## src/rtl/fp_pkg.sv

```systemverilog
// Shared single-precision constants, divider state encoding and the special-case
// decode used by fp_div.
package fp_pkg;

   localparam int EXP_W = 8;
   localparam int MAN_W = 23;
   localparam int BIAS  = 127;
   localparam logic [EXP_W-1:0] EXP_INF = 8'hFF;

   typedef enum logic [1:0] {IDLE, SPECIAL, DIVIDE, NORM} fp_div_state_t;

   typedef struct packed {
      logic [31:0] result;
      logic        ovf;
      logic        dbz;
   } fp_special_t;

   // Exception operands, a zero divisor, or a zero dividend bypass the divider.
   function automatic logic fp_is_special(input logic [31:0] a, input logic [31:0] b);
      return (a[30:23] == EXP_INF) || (b[30:23] == EXP_INF) ||
             (a[30:23] == '0) || (b[30:23] == '0);
   endfunction

   function automatic fp_special_t fp_special_result(input logic [31:0] a, input logic [31:0] b);
      fp_special_t res;
      logic        sign;
      sign = a[31] ^ b[31];
      res  = '0;
      if ((a[30:23] == EXP_INF) || (b[30:23] == EXP_INF)) begin
         res = '0;
      end else if (b[30:23] == '0 && a[30:23] != '0) begin
         res.result = {sign, EXP_INF, {MAN_W{1'b0}}};
         res.ovf    = 1'b1;
         res.dbz    = 1'b1;
      end else begin
         res.result = {sign, 31'd0};
      end
      return res;
   endfunction

endpackage

```

## src/rtl/fp_div_step.sv

```systemverilog
// One restoring-division step: compare, conditionally subtract, shift left.
module fp_div_step
   import fp_pkg::*;
(
   input  logic [24:0] r,
   input  logic [23:0] mb,
   output logic        q_bit,
   output logic [24:0] r_next
);

   always_comb begin
      q_bit  = (r >= {1'b0, mb});
      r_next = q_bit ? ((r - {1'b0, mb}) << 1) : (r << 1);
   end

endmodule

```

## src/rtl/fp_div.sv

```systemverilog
// Sequential single-precision divider: one quotient bit per clock, then
// normalise/round, with special operands resolved in a single cycle.
module fp_div
   import fp_pkg::*;
(
   input  logic        clk,
   input  logic        rst,
   input  logic        start,
   input  logic [31:0] a,
   input  logic [31:0] b,
   output logic        busy,
   output logic        done,
   output logic [31:0] result,
   output logic        overflow,
   output logic        underflow,
   output logic        div_by_zero
);

   fp_div_state_t state_q, state_d;

   logic             sign_q, sign_d;
   logic [EXP_W-1:0] ea_q, ea_d, eb_q, eb_d;
   logic [23:0]      mb_q, mb_d;
   logic [24:0]      r_q, r_d;
   logic [25:0]      quo_q, quo_d;
   logic [4:0]       cnt_q, cnt_d;
   fp_special_t      sp_q, sp_d;
   logic [31:0]      result_q, result_d;
   logic             ovf_q, ovf_d, unf_q, unf_d, dbz_q, dbz_d, done_q, done_d;

   logic        q_bit;
   logic [24:0] r_next;
   logic        accept;

   logic [9:0]  e_base, e_fin;
   logic [22:0] mant_raw;
   logic        guard;
   logic [23:0] mant_rnd;

   fp_div_step u_step (
      .r      (r_q),
      .mb     (mb_q),
      .q_bit  (q_bit),
      .r_next (r_next)
   );

   assign accept = start && (state_q == IDLE);

   always_ff @(posedge clk) begin
      if (rst) state_q <= IDLE;
      else     state_q <= state_d;
   end

   always_comb begin
      state_d = state_q;
      case (state_q)
         IDLE:    if (start) state_d = fp_is_special(a, b) ? SPECIAL : DIVIDE;
         DIVIDE:  if (cnt_q == 5'd25) state_d = NORM;
         NORM:    state_d = IDLE;
         SPECIAL: state_d = IDLE;
         default: state_d = IDLE;
      endcase
   end

   // Normalise on the leading quotient bit, round half-up, rebias exponent.
   always_comb begin
      e_base   = {2'b00, ea_q} - {2'b00, eb_q} + (quo_q[25] ? 10'(BIAS) : 10'(BIAS - 1));
      mant_raw = quo_q[25] ? quo_q[24:2] : quo_q[23:1];
      guard    = quo_q[25] ? quo_q[1] : quo_q[0];
      mant_rnd = {1'b0, mant_raw} + {23'd0, guard};
      e_fin    = e_base + {9'd0, mant_rnd[23]};
   end

   always_comb begin
      sign_d   = sign_q;
      ea_d     = ea_q;
      eb_d     = eb_q;
      mb_d     = mb_q;
      r_d      = r_q;
      quo_d    = quo_q;
      cnt_d    = cnt_q;
      sp_d     = sp_q;
      result_d = result_q;
      ovf_d    = ovf_q;
      unf_d    = unf_q;
      dbz_d    = dbz_q;
      done_d   = 1'b0;
      case (state_q)
         IDLE: begin
            if (accept) begin
               sign_d = a[31] ^ b[31];
               ea_d   = a[30:23];
               eb_d   = b[30:23];
               mb_d   = {1'b1, b[22:0]};
               r_d    = {2'b01, a[22:0]};
               quo_d  = '0;
               cnt_d  = '0;
               sp_d   = fp_special_result(a, b);
               ovf_d  = 1'b0;
               unf_d  = 1'b0;
               dbz_d  = 1'b0;
            end
         end
         DIVIDE: begin
            r_d   = r_next;
            quo_d = {quo_q[24:0], q_bit};
            cnt_d = cnt_q + 5'd1;
         end
         NORM: begin
            done_d = 1'b1;
            if ($signed(e_fin) >= 10'sd255) begin
               result_d = {sign_q, EXP_INF, {MAN_W{1'b0}}};
               ovf_d    = 1'b1;
            end else if ($signed(e_fin) <= 10'sd0) begin
               result_d = {sign_q, 31'd0};
               unf_d    = 1'b1;
            end else begin
               result_d = {sign_q, e_fin[7:0], mant_rnd[22:0]};
            end
         end
         SPECIAL: begin
            done_d   = 1'b1;
            result_d = sp_q.result;
            ovf_d    = sp_q.ovf;
            dbz_d    = sp_q.dbz;
         end
         default: ;
      endcase
   end

   always_ff @(posedge clk) begin
      if (rst) begin
         sign_q   <= 1'b0;
         ea_q     <= '0;
         eb_q     <= '0;
         mb_q     <= '0;
         r_q      <= '0;
         quo_q    <= '0;
         cnt_q    <= '0;
         sp_q     <= '0;
         result_q <= '0;
         ovf_q    <= 1'b0;
         unf_q    <= 1'b0;
         dbz_q    <= 1'b0;
         done_q   <= 1'b0;
      end else begin
         sign_q   <= sign_d;
         ea_q     <= ea_d;
         eb_q     <= eb_d;
         mb_q     <= mb_d;
         r_q      <= r_d;
         quo_q    <= quo_d;
         cnt_q    <= cnt_d;
         sp_q     <= sp_d;
         result_q <= result_d;
         ovf_q    <= ovf_d;
         unf_q    <= unf_d;
         dbz_q    <= dbz_d;
         done_q   <= done_d;
      end
   end

   assign busy        = (state_q != IDLE);
   assign done        = done_q;
   assign result      = result_q;
   assign overflow    = ovf_q;
   assign underflow   = unf_q;
   assign div_by_zero = dbz_q;

endmodule

```

## config.mk

```make
export PLATFORM = sky130hd
export DESIGN_NAME = fp_div
export DESIGN_NICKNAME = d
export VERILOG_FILES = /design/src/rtl/fp_pkg.sv /design/src/rtl/fp_div_step.sv /design/src/rtl/fp_div.sv
export SDC_FILE = /design/constraint.sdc
export NUM_CORES = 1
export LEC_CHECK = 0
export BUFFER_PORTS_ARGS = -buffer_cell sky130_fd_sc_hd__buf_2
export CELL_PAD_IN_SITES_DETAIL_PLACEMENT = 0
export CELL_PAD_IN_SITES_GLOBAL_PLACEMENT = 1
export CORE_MARGIN = 5
export CORE_UTILIZATION = 44
export DETAILED_ROUTE_END_ITERATION = 10
export PLACE_DENSITY = 0.85
export SYNTH_ARGS = -nofsm -noshare
export SYNTH_HDL_FRONTEND = slang
export SYNTH_HIERARCHICAL = 1
export SYNTH_SLANG_ARGS = --single-unit
```

## constraint.sdc

```tcl
create_clock -name clk -period 6.85 [get_ports clk]
set_input_delay 0.685 -clock clk [delete_from_list [all_inputs] [get_ports clk]]
set_output_delay 0.685 -clock clk [all_outputs]
set_load 0.1 [all_outputs]
```

Word level (Yosys, flattened, before mapping)

Index checks and enable logic that the tools add are counted.
Widths: inputs -> output; s select.

Bits in registers: 169
Word-level logic and storage cells: 88
Input bits: 67
Output and inout bits: 37

Add/sub/neg operators: 6
Bitwise logic cells: 1
Equal/unequal tests: 12
Order comparisons: 3
Muxes and demuxes: 28
Reduce and logical (&&, ||, !) cells: 22

Operator list:

| cell                | count |
|---|---|
| $mux 31             | 3 |
| $pmux 32 s2         | 1 |
| $pmux 26 s2         | 1 |
| $mux 25             | 2 |
| $pmux 25 s2         | 1 |
| $mux 34             | 1 |
| $mux 26             | 1 |
| $ge 25x24->1        | 1 |
| $add 23x1->24       | 1 |
| $sub 24x24->24      | 1 |
| $mux 23             | 1 |
| $eq 8x8->1 const B  | 2 |
| $logic_not 8->1     | 2 |
| $ne 2x2->1 const B  | 6 |
| $add 10x1->10       | 1 |
| $add 9x8->10        | 1 |
| $ge 10x9->1 const B | 1 |
| $le 10x1->1 const B | 1 |
| $pmux 5 s2          | 1 |
| $reduce_bool 2->1   | 5 |
| $sub 8x8->9         | 1 |
| $mux 2              | 4 |
| $reduce_and 2->1    | 4 |
| $reduce_bool 8->1   | 1 |
| 17 further kinds    | 28 |

Depth between registers and ports, before layout

Depth after elaboration: 7
Gate-level depth with buffers: 24
Mapped depth without buffers: 19

By module

Netlist, hierarchy kept.

By module, submodules not included:

| module      | seq. area each (um^2) | area each (um^2) | cells an instance | times used |
|---|---|---|---|---|
| fp_div      | 2742.6                | 6771.5           | 844               | 1 |
| fp_div_step | 0.0                   | 1742.9           | 254               | 1 |

Least setup slack after synthesis

OpenSTA, ideal clock, no wires.

Path type: reg-to-reg
Start point: reg quo_q[25]
End point: reg result_q[12] (netlist: result[12])
Data required time: 6.731 ns
Setup time: 0.119 ns
Period minus slack after synthesis: 4.930 ns
Path buffers: 5
Arrival: 4.812 ns
Slack: 1.920 ns
Stages on the path, launching flop included: 24
Path through: dfxtp_1 buf_2 clkbuf_1 buf_1 clkbuf_8 mux2_2 ha_1 nand2_1 a2111oi_2 o211a_1 and2b_1 and3_1 and3b_1 fa_1 inv_1 nand3_1 a21oi_4 nand2_4 nor3b_2 a21oi_1 o41ai_4 nor3_4 buf_6 a32o_1

Word-level cells in the longest chain between the ends: 7
Elaborated cells between the ends (all ways): 11
Classes of those cells: add/sub: 3; order compare: 2; mux: 6

RTL lines:

| item                                                 | line                       | source |
|---|---|---|
| start, declared                                      | fp_div.sv:25               | `logic [25:0] quo_q, quo_d;` |
| start signal, assigned                               | fp_div.sv:152              | `quo_q <= quo_d;` |
| $mux 23 (tied with other cells)                      | fp_div.sv:68               | `mant_raw = quo_q[25] ? quo_q[24:2] : quo_q[23:1];` |
| $add 23x1->24 / $add 9x8->10 (equally long branches) | fp_div.sv:70, fp_div.sv:67 |  |
| $add 10x1->10                                        | fp_div.sv:71               | `e_fin = e_base + {9'd0, mant_rnd[23]};` |
| $le 10x1->1                                          | fp_div.sv:114              | `end else if ($signed(e_fin) <= 10'sd0) begin` |
| $mux 31                                              | fp_div.sv:114              |  |
| $mux 31 *                                            | fp_div.sv:111              | `if ($signed(e_fin) >= 10'sd255) begin` |
| $pmux 32 s2 *                                        | fp_div.sv:88               | `case (state_q)` |
| end signal, assigned                                 | fp_div.sv:155              | `result_q <= result_d;` |
| end, declared                                        | fp_div.sv:28               | `logic [31:0] result_q, result_d;` |

Mark *: on every way between the ends. The rest lies on a longest branch, timed or not.
A chain may end at the register's enable or synchronous reset.

Worst setup path in the final report

Start point: reg quo_q[25]
End point: reg result_q[13] (netlist: result[13])

The elaborated chain is that of the path after synthesis.

==> out/metrics.yaml <==
status: "finished clean"
number_of_gates_resized_after_cts: 0
timing_worst_slew_pin_value_ns: 1.12
critical_path.reg2reg.startpoint: "quo_q[25]"
ys_seq_elements: 137
worstHoldEndpoint: "mb_q[22]"
yosysTopAreaCellShare_pct: 32.2
final-setup-viol-count: 0
fill_cells: 1921
timing.hold.worst.class: "reg -> reg"
final.setup.tns_ns: 0
drt-wirelength-per-cell_um: 14.5
post-cts-setup-buffer-count: 0
critical-path-top-delay-family: "simple AND/OR/NAND/NOR gates"
synth_top_cell_by_area: "dfxtp_1"
h-tree-depth: 4
postSynthAreaPerCell_um2: 7.75
total_leakage_power_uw: 0.00392
finalHoldViolations: 0
grt_pass1_wl_um: 35400
critPathArrivalTime_ns: 5.25
grt_max_degree: 90
reg2reg_slack_ns: 1.96
finish.utilization_pct: 50.5
report.final.slew_viol_count: 0
worst_slew_margin_rel_pct: 25.5
fmaxAchievable_mhz: 205
dp_hpwl_um: 14500
worst-setup-path-type: "reg -> reg"
detailroute.via_count: 7708
firstDrtPassIters: 5
finalWeightedCongestion: 0.844
power_per_cell_area_nw_per_um2: 313
worstPathMaxFanout: 23
row_count: 50
postLayoutCellArea_um2: 9530
chipWidth_um: 149
ir_worst_vdd_v: 0.000193
multi_input_area_um2: 5150
worstHoldStart: "mb_q[22]"
synthesis.yosys.warnings: 6
ys_dominant_reg_cell: "dfxtp_1"
cts-hold-fix-buffers: 0
count_of_nets_after_finishing: 1261
clock_tree_from_tritoncts: "done"
io_pins: 104
post_dp_cell_area_um2: 8980
area.sequential_um2: 2740
grt_use_total_pct: 19.0
vias_per_cell: 5.41
layout_min_cycle_time_ns: 4.89
remaining_drc_errors: 0
worst_ep_required_time_ns: 7.21
clock_insertion_delay_at_the_later_pin_of_the_skew_report_ns: 0.42
cts_buffer_depth: 2
rsz0062_at_grt: "false"
slowest_stage_cell_on_the_critical_path: "nor3_4"
post_synth_inst_count: 1098
worst_setup_hold_path_clk_slew_ns: 0.06
die_h_um: 149
mappedNetlistArea_um2: 8510
final.hold.worst_slack_ns: 0.453
antenna_found_initial: 0
yosys-top-cells-area: "dfxtp_1, nand2_1, a21oi_1, ha_1, nor2_1"
syn2layout_area_growth_pct: 12.0
timing.max_cap.violations: 0
worst_clock_skew_on_the_final_layout_ns: 0.0102
worst_setup_path_end_kind: "flip-flop"
critPathMaxStageDelay_ns: 0.77
root_buffer: "clkbuf_16"
cts.sink_count: 137
critical_path.most_common_cell: "ha_1"
fp.dieArea_um2: 22200
wirelength_um: 20700
number_of_enable_flip_flop_cells_after_synthesis: 0
grt_overflow_total: 0
cp.buffers_inverters: 1
core_region_area_um2: 18900
power_uw: 2980
antenna_diode_instance_count: 0
sequential_fraction_of_the_synthesis_area_pct: 32.2
tritoncts_buffers: 17
proportion_of_layout_cells_with_a_drive_suffix_above_1_pct: 17.3
synthesis.nets: 1205
reg2reg_depth: 19
floorplan.initialDensity_pct: 45.1
dr.first_iter.drc_count: 412
cell_breakdown_of_the_critical_path: "mux2_2 > ha_1 > nand2_1 > a2111oi_2 > o211a_1 > and2b_1 > and3_1 > and3b_1 > fa_1 > inv_1 > ha_1 > xnor2_1 > and3_2 > nand4_1 > a31oi_1 > o22ai_2 > o41ai_4 > nor3_4 > a32o_1"
asyncSetResetFlopFracSynth_pct: 0
worstReg2RegEnd: "result[13]"
grt_pass1_vias: 7369
setup.worst_path.start_class: "flip-flop"
detail-route-antenna-nets: 0
worstHoldPathCells: 2
port_buffers: 103
cell_variety_after_synth: 96
post-route-period-util_pct: 71.4
-- per-layer routing --
| layer | up-vias | routed length, um | global-route usage [%] |
|---|---|---|---|
| li1 | 3976 | - | - |
| met1 | 3579 | 10300 | 26.1 |
| met2 | 126 | 9470 | 30.7 |
| met3 | 27 | 712 | 3.77 |
| met4 | 0 | 244 | 4.85 |
| met5 | - | 0 | 0 |
-- cells in the final DEF (no fill, tap or decap), drive strengths merged, types with 14 or more instances in the layout --
cell and count:
xnor2 19, o21ai 47, inv 51, xor2 17, a31oi 15, a22o 15, nor4 28, a21o 19
nor2b 14, ha 37, buf 110, nand2 185, a21oi 111, nand3 37, dfxtp 137, nor2 117
nor3 19, clkbuf 19
-- synthesized netlist by cell type (all sizes together), types with 19 or more instances --
library cell / instances
xnor2: 19
dfxtp: 137
clkbuf: 46
nor4: 28
a21o: 19
buf: 25
nor2: 117
nand3: 37
nand2: 185
nor3: 19
o21ai: 47
ha: 37
a21oi: 111
inv: 50
-- cell type report --
class                           instances  share of cell area [%]
Multi-Input combinational cell        838                    54.0
Clock buffer                           19                    4.75
Clock inverter                         11                    1.05
Timing Repair Buffer                  110                    5.99
Sequential cell                       137                    28.8
Tap cell                              260                    3.41
Inverter                               50                    1.97
-- power breakdown --
group	internal [uW]	switching, uW	total [uW]	leakage (uW)
sequential	857	41.9	899	0.00112
clock	513	347	860	0.000271
combinational	467	755	1220	0.00253
total	1840	1140	2980	0.00392
-- worst max-delay path by stage --
stage | startpoint | end | slack [ns] | cells past startpoint
floorplan | quo_q[25] | result[12] | 1.92 | 23
global placement | quo_q[25] | result[12] | 2.05 | 19
detailed placement | quo_q[25] | result[13] | 2.00 | 19
CTS | quo_q[25] | result[13] | 1.97 | 19
global route | quo_q[25] | result[9] | 1.50 | 19
finish | quo_q[25] | result[13] | 1.96 | 19
-- stage by stage --
step	instances	worst slack [ns]
floorplan	1098	1.92
global placement	1395	2.05
detailed placement	1395	2.00
CTS	1425	1.97
global route	1425	1.50
finish	1425	1.96
-- cells by family (layout without fill, tap and decap cells) --
family	Yosys count	after routing	share of synthesized area [%]
fa+ha+maj	40	40	6.14
mux	13	13	1.59
xor+xnor	36	36	3.79
flops	137	137	32.2
other cells	1	1	0.0440
compound gates	290	290	23.7
buf+inv	123	190	7.52
simple gates	458	458	25.0
-- sequential cells by signal, summed over array words and instances (netlist names), 2 cells and up --
| register | cells |
|---|---|
| cnt_q | 5 |
| ea_q | 8 |
| eb_q | 8 |
| mb_q | 24 |
| quo_q | 26 |
| r_q | 25 |
| result | 32 |
| sp_q | 2 |
| state_q | 2 |
-- tightest hold or removal path: cells and delay by family (launching register included) --
family	cells	cell delay [ns]
AOI/OAI and AO/OA	1	0.05
DFF	1	0.30
and+or+nand+nor	1	0.05
(Power assumes the default switching activity.)
